$ cat src/rtl/dm_sba_pkg.sv
`default_nettype none
// ============================================================================
// Module      : dm_sba_pkg
// Description : Shared definitions for the debug-module System Bus Access
//               block: DMI register addresses, sbcs field positions,
//               sberror codes and the access FSM state encoding.
// Revision    : 1.0 - initial release
// ============================================================================
package dm_sba_pkg;

    // DMI register addresses decoded by the SBA block
    localparam logic [6:0] c_SBCS       = 7'h38;
    localparam logic [6:0] c_SBADDRESS0 = 7'h39;
    localparam logic [6:0] c_SBDATA0    = 7'h3C;

    // sbcs field positions
    localparam int unsigned c_SBCS_VERSION_LSB  = 29;
    localparam int unsigned c_SBCS_BUSYERROR    = 22;
    localparam int unsigned c_SBCS_BUSY         = 21;
    localparam int unsigned c_SBCS_READONADDR   = 20;
    localparam int unsigned c_SBCS_ACCESS_LSB   = 17;
    localparam int unsigned c_SBCS_AUTOINC      = 16;
    localparam int unsigned c_SBCS_READONDATA   = 15;
    localparam int unsigned c_SBCS_ERROR_LSB    = 12;
    localparam int unsigned c_SBCS_ASIZE_LSB    = 5;
    localparam int unsigned c_SBCS_ACCESS32     = 2;

    // sberror codes
    localparam logic [2:0] c_ERR_NONE    = 3'd0;
    localparam logic [2:0] c_ERR_TIMEOUT = 3'd1;
    localparam logic [2:0] c_ERR_BADADDR = 3'd2;
    localparam logic [2:0] c_ERR_ALIGN   = 3'd3;
    localparam logic [2:0] c_ERR_SIZE    = 3'd4;

    // only 32-bit accesses are supported
    localparam logic [2:0] c_ACCESS_32   = 3'd2;

    // bus access FSM encoding
    localparam logic [1:0] c_ST_IDLE = 2'd0;
    localparam logic [1:0] c_ST_REQ  = 2'd1;
    localparam logic [1:0] c_ST_WAIT = 2'd2;

endpackage : dm_sba_pkg
`default_nettype wire

$ cat src/rtl/sb_access_master.sv
`default_nettype none
// ============================================================================
// Module      : sb_access_master
// Description : Debug-module System Bus Access initiator. Holds sbcs,
//               sbaddress0 and sbdata0, turns DMI accesses to them into
//               single-word bus reads/writes and reports errors in sbcs.
// Ports       : clk, rst           - clock, synchronous active-high reset
//               dmi_addr/wdata     - DMI register address / write data
//               dmi_write/read     - one-cycle DMI strobes
//               dmi_rdata          - registered DMI read data
//               sb_addr/sb_wdata   - bus byte address / write data
//               sb_read/sb_write   - one-cycle bus request pulses
//               sb_ready/sb_rdata  - responder completion / read data
// Revision    : 1.0 - initial release
// ============================================================================
module sb_access_master
    import dm_sba_pkg::*;
#(
    parameter int unsigned MEM_BYTES = 128,
    parameter int unsigned TIMEOUT   = 16
) (
    input  logic        clk,
    input  logic        rst,
    input  logic [6:0]  dmi_addr,
    input  logic [31:0] dmi_wdata,
    input  logic        dmi_write,
    input  logic        dmi_read,
    output logic [31:0] dmi_rdata,
    output logic [31:0] sb_addr,
    output logic [31:0] sb_wdata,
    input  logic [31:0] sb_rdata,
    output logic        sb_read,
    output logic        sb_write,
    input  logic        sb_ready
);

    localparam int unsigned c_CNT_W = $clog2(TIMEOUT + 1);
    localparam logic [c_CNT_W-1:0] c_CNT_LAST = c_CNT_W'(TIMEOUT - 1);

    // architectural registers
    logic [31:0]        r_sbaddress0;
    logic [31:0]        r_sbdata0;
    logic               r_readonaddr;
    logic               r_readondata;
    logic               r_autoinc;
    logic [2:0]         r_sbaccess;
    logic [2:0]         r_sberror;
    logic               r_busyerror;

    // FSM and bus-side registers
    logic [1:0]         r_state;
    logic               r_is_write;
    logic [c_CNT_W-1:0] r_cnt;
    logic [31:0]        r_dmi_rdata;
    logic [31:0]        r_sb_addr;
    logic [31:0]        r_sb_wdata;
    logic               r_sb_read;
    logic               r_sb_write;

    logic               w_busy;
    logic               w_sticky;
    logic               w_wr;
    logic               w_rd;
    logic               w_sel_cs;
    logic               w_sel_addr;
    logic               w_sel_data;
    logic               w_busy_hit;
    logic               w_trig_read;
    logic               w_trig_write;
    logic [31:0]        w_trig_addr;
    logic [31:0]        w_trig_wdata;
    logic [2:0]         w_chk_err;
    logic [31:0]        w_sbcs;
    logic [31:0]        w_rd_val;

    assign w_busy     = (r_state != c_ST_IDLE);
    assign w_sticky   = (r_sberror != c_ERR_NONE) || r_busyerror;
    assign w_wr       = dmi_write;
    assign w_rd       = dmi_read && !dmi_write;  // write wins a collision
    assign w_sel_cs   = (dmi_addr == c_SBCS);
    assign w_sel_addr = (dmi_addr == c_SBADDRESS0);
    assign w_sel_data = (dmi_addr == c_SBDATA0);

    // Touching the address/data registers mid-transaction is a busy error
    assign w_busy_hit = w_busy && ((w_wr && (w_sel_addr || w_sel_data)) ||
                                   (w_rd && w_sel_data));

    assign w_trig_read  = !w_busy && !w_sticky &&
                          ((w_wr && w_sel_addr && r_readonaddr) ||
                           (w_rd && w_sel_data && r_readondata));
    assign w_trig_write = !w_busy && !w_sticky && w_wr && w_sel_data;

    // A trigger uses the value being written in the same cycle
    assign w_trig_addr  = (w_wr && w_sel_addr) ? dmi_wdata : r_sbaddress0;
    assign w_trig_wdata = (w_wr && w_sel_data) ? dmi_wdata : r_sbdata0;

    // Pre-checks, first match wins; 33-bit sum so addresses near the top of
    // the 32-bit space cannot wrap into range.
    always_comb begin
        w_chk_err = c_ERR_NONE;
        if (r_sbaccess != c_ACCESS_32) begin
            w_chk_err = c_ERR_SIZE;
        end else if (w_trig_addr[1:0] != 2'b00) begin
            w_chk_err = c_ERR_ALIGN;
        end else if (({1'b0, w_trig_addr} + 33'd3) >= 33'(MEM_BYTES)) begin
            w_chk_err = c_ERR_BADADDR;
        end
    end

    always_comb begin
        w_sbcs = '0;
        w_sbcs[c_SBCS_VERSION_LSB +: 3] = 3'd1;
        w_sbcs[c_SBCS_BUSYERROR]        = r_busyerror;
        w_sbcs[c_SBCS_BUSY]             = w_busy;
        w_sbcs[c_SBCS_READONADDR]       = r_readonaddr;
        w_sbcs[c_SBCS_ACCESS_LSB +: 3]  = r_sbaccess;
        w_sbcs[c_SBCS_AUTOINC]          = r_autoinc;
        w_sbcs[c_SBCS_READONDATA]       = r_readondata;
        w_sbcs[c_SBCS_ERROR_LSB +: 3]   = r_sberror;
        w_sbcs[c_SBCS_ASIZE_LSB +: 7]   = 7'd32;
        w_sbcs[c_SBCS_ACCESS32]         = 1'b1;
    end

    always_comb begin
        w_rd_val = '0;
        if (w_sel_cs) begin
            w_rd_val = w_sbcs;
        end else if (w_sel_addr) begin
            w_rd_val = r_sbaddress0;
        end else if (w_sel_data) begin
            w_rd_val = r_sbdata0;  // old value even when it starts a read
        end
    end

    always_ff @(posedge clk) begin
        if (rst) begin
            r_sbaddress0 <= '0;
            r_sbdata0    <= '0;
            r_readonaddr <= 1'b0;
            r_readondata <= 1'b0;
            r_autoinc    <= 1'b0;
            r_sbaccess   <= c_ACCESS_32;
            r_sberror    <= c_ERR_NONE;
            r_busyerror  <= 1'b0;
            r_state      <= c_ST_IDLE;
            r_is_write   <= 1'b0;
            r_cnt        <= '0;
            r_dmi_rdata  <= '0;
            r_sb_addr    <= '0;
            r_sb_wdata   <= '0;
            r_sb_read    <= 1'b0;
            r_sb_write   <= 1'b0;
        end else begin
            // DMI register writes; FSM updates below take precedence
            if (w_wr) begin
                if (w_sel_cs) begin
                    r_busyerror  <= r_busyerror & ~dmi_wdata[c_SBCS_BUSYERROR];
                    r_sberror    <= r_sberror & ~dmi_wdata[c_SBCS_ERROR_LSB +: 3];
                    r_readonaddr <= dmi_wdata[c_SBCS_READONADDR];
                    r_sbaccess   <= dmi_wdata[c_SBCS_ACCESS_LSB +: 3];
                    r_autoinc    <= dmi_wdata[c_SBCS_AUTOINC];
                    r_readondata <= dmi_wdata[c_SBCS_READONDATA];
                end
                if (w_sel_addr && !w_busy) begin
                    r_sbaddress0 <= dmi_wdata;
                end
                if (w_sel_data && !w_busy) begin
                    r_sbdata0 <= dmi_wdata;
                end
            end

            if (w_busy_hit) begin
                r_busyerror <= 1'b1;
            end

            if (w_wr) begin
                r_dmi_rdata <= '0;
            end else if (w_rd) begin
                r_dmi_rdata <= w_rd_val;
            end

            case (r_state)
                c_ST_IDLE: begin
                    if (w_trig_read || w_trig_write) begin
                        if (w_chk_err != c_ERR_NONE) begin
                            r_sberror <= w_chk_err;
                        end else begin
                            r_sb_addr  <= w_trig_addr;
                            r_sb_wdata <= w_trig_wdata;
                            r_is_write <= w_trig_write;
                            r_sb_read  <= !w_trig_write;
                            r_sb_write <= w_trig_write;
                            r_state    <= c_ST_REQ;
                        end
                    end
                end
                c_ST_REQ: begin
                    // request is a single-cycle pulse
                    r_sb_read  <= 1'b0;
                    r_sb_write <= 1'b0;
                    r_cnt      <= '0;
                    r_state    <= c_ST_WAIT;
                end
                c_ST_WAIT: begin
                    if (sb_ready) begin
                        if (!r_is_write) begin
                            r_sbdata0 <= sb_rdata;
                        end
                        if (r_autoinc) begin
                            r_sbaddress0 <= r_sbaddress0 + 32'd4;
                        end
                        r_state <= c_ST_IDLE;
                    end else if (r_cnt == c_CNT_LAST) begin
                        r_sberror <= c_ERR_TIMEOUT;
                        r_state   <= c_ST_IDLE;
                    end else begin
                        r_cnt <= r_cnt + 1'b1;
                    end
                end
                default: begin
                    r_state <= c_ST_IDLE;
                end
            endcase
        end
    end

    assign dmi_rdata = r_dmi_rdata;
    assign sb_addr   = r_sb_addr;
    assign sb_wdata  = r_sb_wdata;
    assign sb_read   = r_sb_read;
    assign sb_write  = r_sb_write;

endmodule : sb_access_master
`default_nettype wire

$ cat config.mk
export PLATFORM = sky130hd
export DESIGN_NAME = sb_access_master
export DESIGN_NICKNAME = d
export VERILOG_FILES = /design/src/rtl/dm_sba_pkg.sv /design/src/rtl/sb_access_master.sv
export SDC_FILE = /design/constraint.sdc
export NUM_CORES = 1
export LEC_CHECK = 0
export CORE_MARGIN = 10
export CORE_UTILIZATION = 35
export CTS_BUF_LIST = sky130_fd_sc_hd__clkbuf_8
export DETAILED_ROUTE_END_ITERATION = 8
export SLEW_MARGIN = 10
export SYNTH_ARGS = -nofsm -noshare
export SYNTH_HDL_FRONTEND = slang
export SYNTH_SLANG_ARGS = --single-unit
$ cat constraint.sdc
create_clock -name clk -period 2.79 [get_ports clk]
set_input_delay 0.279 -clock clk [delete_from_list [all_inputs] [get_ports clk]]
set_output_delay 0.279 -clock clk [all_outputs]
set_load 0.05 [all_outputs]
==> impl_metrics.tcl <==
set metrics [dict create \
    max_freq_mhz 346 \
    ir_drop_uv 244 \
    drt_iter0_drc 1078 \
    finalPower_mw 4.90 \
    relSlewSlack_pct 25.5 \
    setup_viol_count_final 65 \
    die_x_um 189 \
    hold_depth 2 \
    final_nets 1682 \
    ys_warn_count 0 \
    placed_cell_area_um2 13400 \
    dr.pass1.iters 6 \
    power_leakage_nw 5.14 \
    crit_type "in -> reg" \
    cts-root-buf "clkbuf_8" \
    synth-main-ff-cell "dfxtp_1" \
    io_buffers 173 \
    tightestPinTransition_ns 1.11 \
    grt_max_degree 73 \
    cap_viol_max_count 0 \
    fillers 2796 \
    worstReg2RegStart "r_sbaddress0[0]" \
    cts.sinks 180 \
    synth_seq_cells 180 \
    setup_ws_ns -0.0966 \
    final_area_um2 14200 \
    hp-class "in -> reg" \
    synth-seq-area-share_pct 36.2 \
    finClkSkew_ns 0.0297 \
    rsz0062_at_grt "yes" \
    min_to "r_sbaddress0[24]" \
    fp.dieArea_um2 35600 \
    wl_per_cell_um 21.9 \
    gp_congestion 0.949 \
    violations "negative setup slack" \
    cts_buffer_depth 2 \
    clock_latency_ns 0.48 \
    r2r_end "r_is_write" \
    via_per_inst 5.67 \
    htreeDepth 4 \
    core.rowCount 61 \
    cts_tree "done" \
    core_um2 27900 \
    synthArstFlopShare_pct 0 \
    syn_avg_cell_area_um2 7.55 \
    area_delta_synth_final_pct 42.6 \
    post-route-period-util_pct 103 \
    hold_viol_final 0 \
    ios 174 \
    vias 11300 \
    drc 0 \
    ctsHoldBuffers 0 \
    layout_commonest_cell "buf_4" \
    drtAntennaViolNets 0 \
    grt_overflow_total 0 \
    status "finished with violations" \
    syn_nets 1397 \
    ys_types 61 \
    path_max_fanout 6 \
    antenna_found_initial 0 \
    syn_inst 1318 \
    routed_wl_um 43600 \
    syn_area_um2 9950 \
    dp_hpwl_um 33200 \
    grt_pass1_wl_um 66500 \
    start_util_pct 35.6 \
    grt.total_usage_pct 23.5 \
    final.min_clock_period_ns 2.89 \
    path_clk_slew_ns 0.10 \
    arrival_ns 3.28 \
    drv_slew 0 \
    synth_top_cell_by_area "dfxtp_1" \
    reg2reg_depth 14 \
    cellPowerDensity_nw_per_um2 346 \
    die_h_um 189 \
    cp_data_required_time_ns 3.19 \
    layout_common_cells "buf_4 (201), dfxtp_1 (172), nor2_1 (151)" \
    synth_top_area_share_pct 36.2 \
    r2r_slack_ns -0.08 \
    drive_above_1_share_pct 20.2 \
    yosys-top-cells-area "dfxtp_1 (36%), mux2i_1 (6.4%), nor2_1 (5.8%)" \
    crit_path_end_kind "flip-flop" \
    synth_edf_count 0 \
    cts_made_buffers 17 \
    antennaDiodeCount 0 \
    start_kind "input port" \
    min_from "rst" \
    grt_pass1_vias 11000 \
]
how the worst max path moves through the flow:
| stage | start | endpoint | slack, ns |
|---|---|---|---|
| after floorplan | dmi_addr[2] | sb_addr[4] | -0.12 |
| after global placement | dmi_addr[5] | r_state[0] | -0.94 |
| after detailed placement | dmi_addr[3] | sb_addr[5] | -0.90 |
| after CTS | r_sbaddress0[1] | r_is_write | -0.005 |
| after global routing | dmi_addr[2] | r_is_write | -0.20 |
| final | dmi_wdata[11] | r_is_write | -0.1 |
registers in the layout, indices dropped and copies added, names as in the netlist:
register / flops
r_sbaccess: 3
sb_read: 1
r_sberror: 3
r_readondata: 1
sb_write: 1
r_cnt: 5
sb_wdata: 32
r_readonaddr: 1
r_sbdata0: 32
sb_addr: 32
r_sbaddress0: 32
r_autoinc: 1
r_busyerror: 1
r_is_write: 1
dmi_rdata: 32
r_state: 2
critical path, stage by stage:
cell,delay [ns]
clkdlybuf4s50_1,0.50
inv_2,0.07
buf_4,0.14
nor4_4,0.27
buf_4,0.17
nand4_1,0.13
and3_1,0.21
a311oi_2,0.26
nand4_1,0.22
nor4_4,0.29
buf_4,0.18
and2_4,0.27
buf_12,0.14
mux2i_1,0.16
repair_timing:
action	CTS	global route
pin swaps	15	10
setup buffers	11	6
gates cloned	1	1
gates resized for setup	63	29
setup endpoints to repair	69	69
layer usage:
layer	part of all wire, %	routed length (um)	global-route usage, %
met1	43	18800	30.9
met2	46	20000	37.5
met4	2.8	1200	7.08
met5	0	0	0
met3	8.3	3610	5.43
power by group:
group	leakage, nW	switching, mW	internal, mW
Clock	0.202	1.16	0.672
Sequential	1.45	0.00436	2.57
Combinational	3.48	0.285	0.212
Total	5.14	1.45	3.46
through the flow:
stage          std cells  hold WS, ns  worst slack, ns  utilization (%)  setup TNS (ns)
5_1_grt             1994        0.377           -0.198             50.8          -11.41
2_1_floorplan       1318        0.415           -0.123                -           -6.34
4_1_cts             1989        0.352         -0.00471             50.1         -0.0120
3_3_place_gp        1946        0.452           -0.936             47.9          -71.57
6_report            1994        0.389          -0.0966             50.8           -3.79
3_5_place_dp        1946        0.452           -0.903             47.9          -70.16
cells by family after synthesis:
| kind of cell | count (synthesis) | synth area share (%) |
|---|---|---|
| buffers and inverters | 133 | 5.38 |
| muxes | 69 | 7.01 |
| DFF | 180 | 36.2 |
| and+or+nand+nor | 597 | 30.1 |
| xor gates and xnor gates | 15 | 1.32 |
| AOI/OAI and AO/OA | 321 | 19.6 |
| adders and majority gates | 3 | 0.377 |
area by class of cell:
class | instances | area (um2) | area share, %
clock buffers | 17 | 234 | 1.65
repair buffers | 392 | 3520 | 24.8
clock inverters | 15 | 161 | 1.14
well taps | 378 | 473 | 3.33
multi-input cells | 1006 | 6160 | 43.4
flip-flops and latches | 180 | 3610 | 25.5
inverters | 6 | 22.5 | 0.159
synthesized netlist by cell type (8+ instances only):
master      n
a21oi_1   112
and3_1     12
o21ai_0    60
o21ai_1    21
nand2_1   125
dfxtp_1   180
nand4_1    20
nor4_1     24
nand3_1   100
a211oi_1   37
xnor2_1     8
nor3b_1    32
clkbuf_1   98
mux2i_1    64
a31oi_1    15
buf_1      10
nor2_1    155
nor3_1     38
nand2b_1   42
a22oi_1    33
buf_2      14
Note: power is estimated with default switching activity, not from simulation.
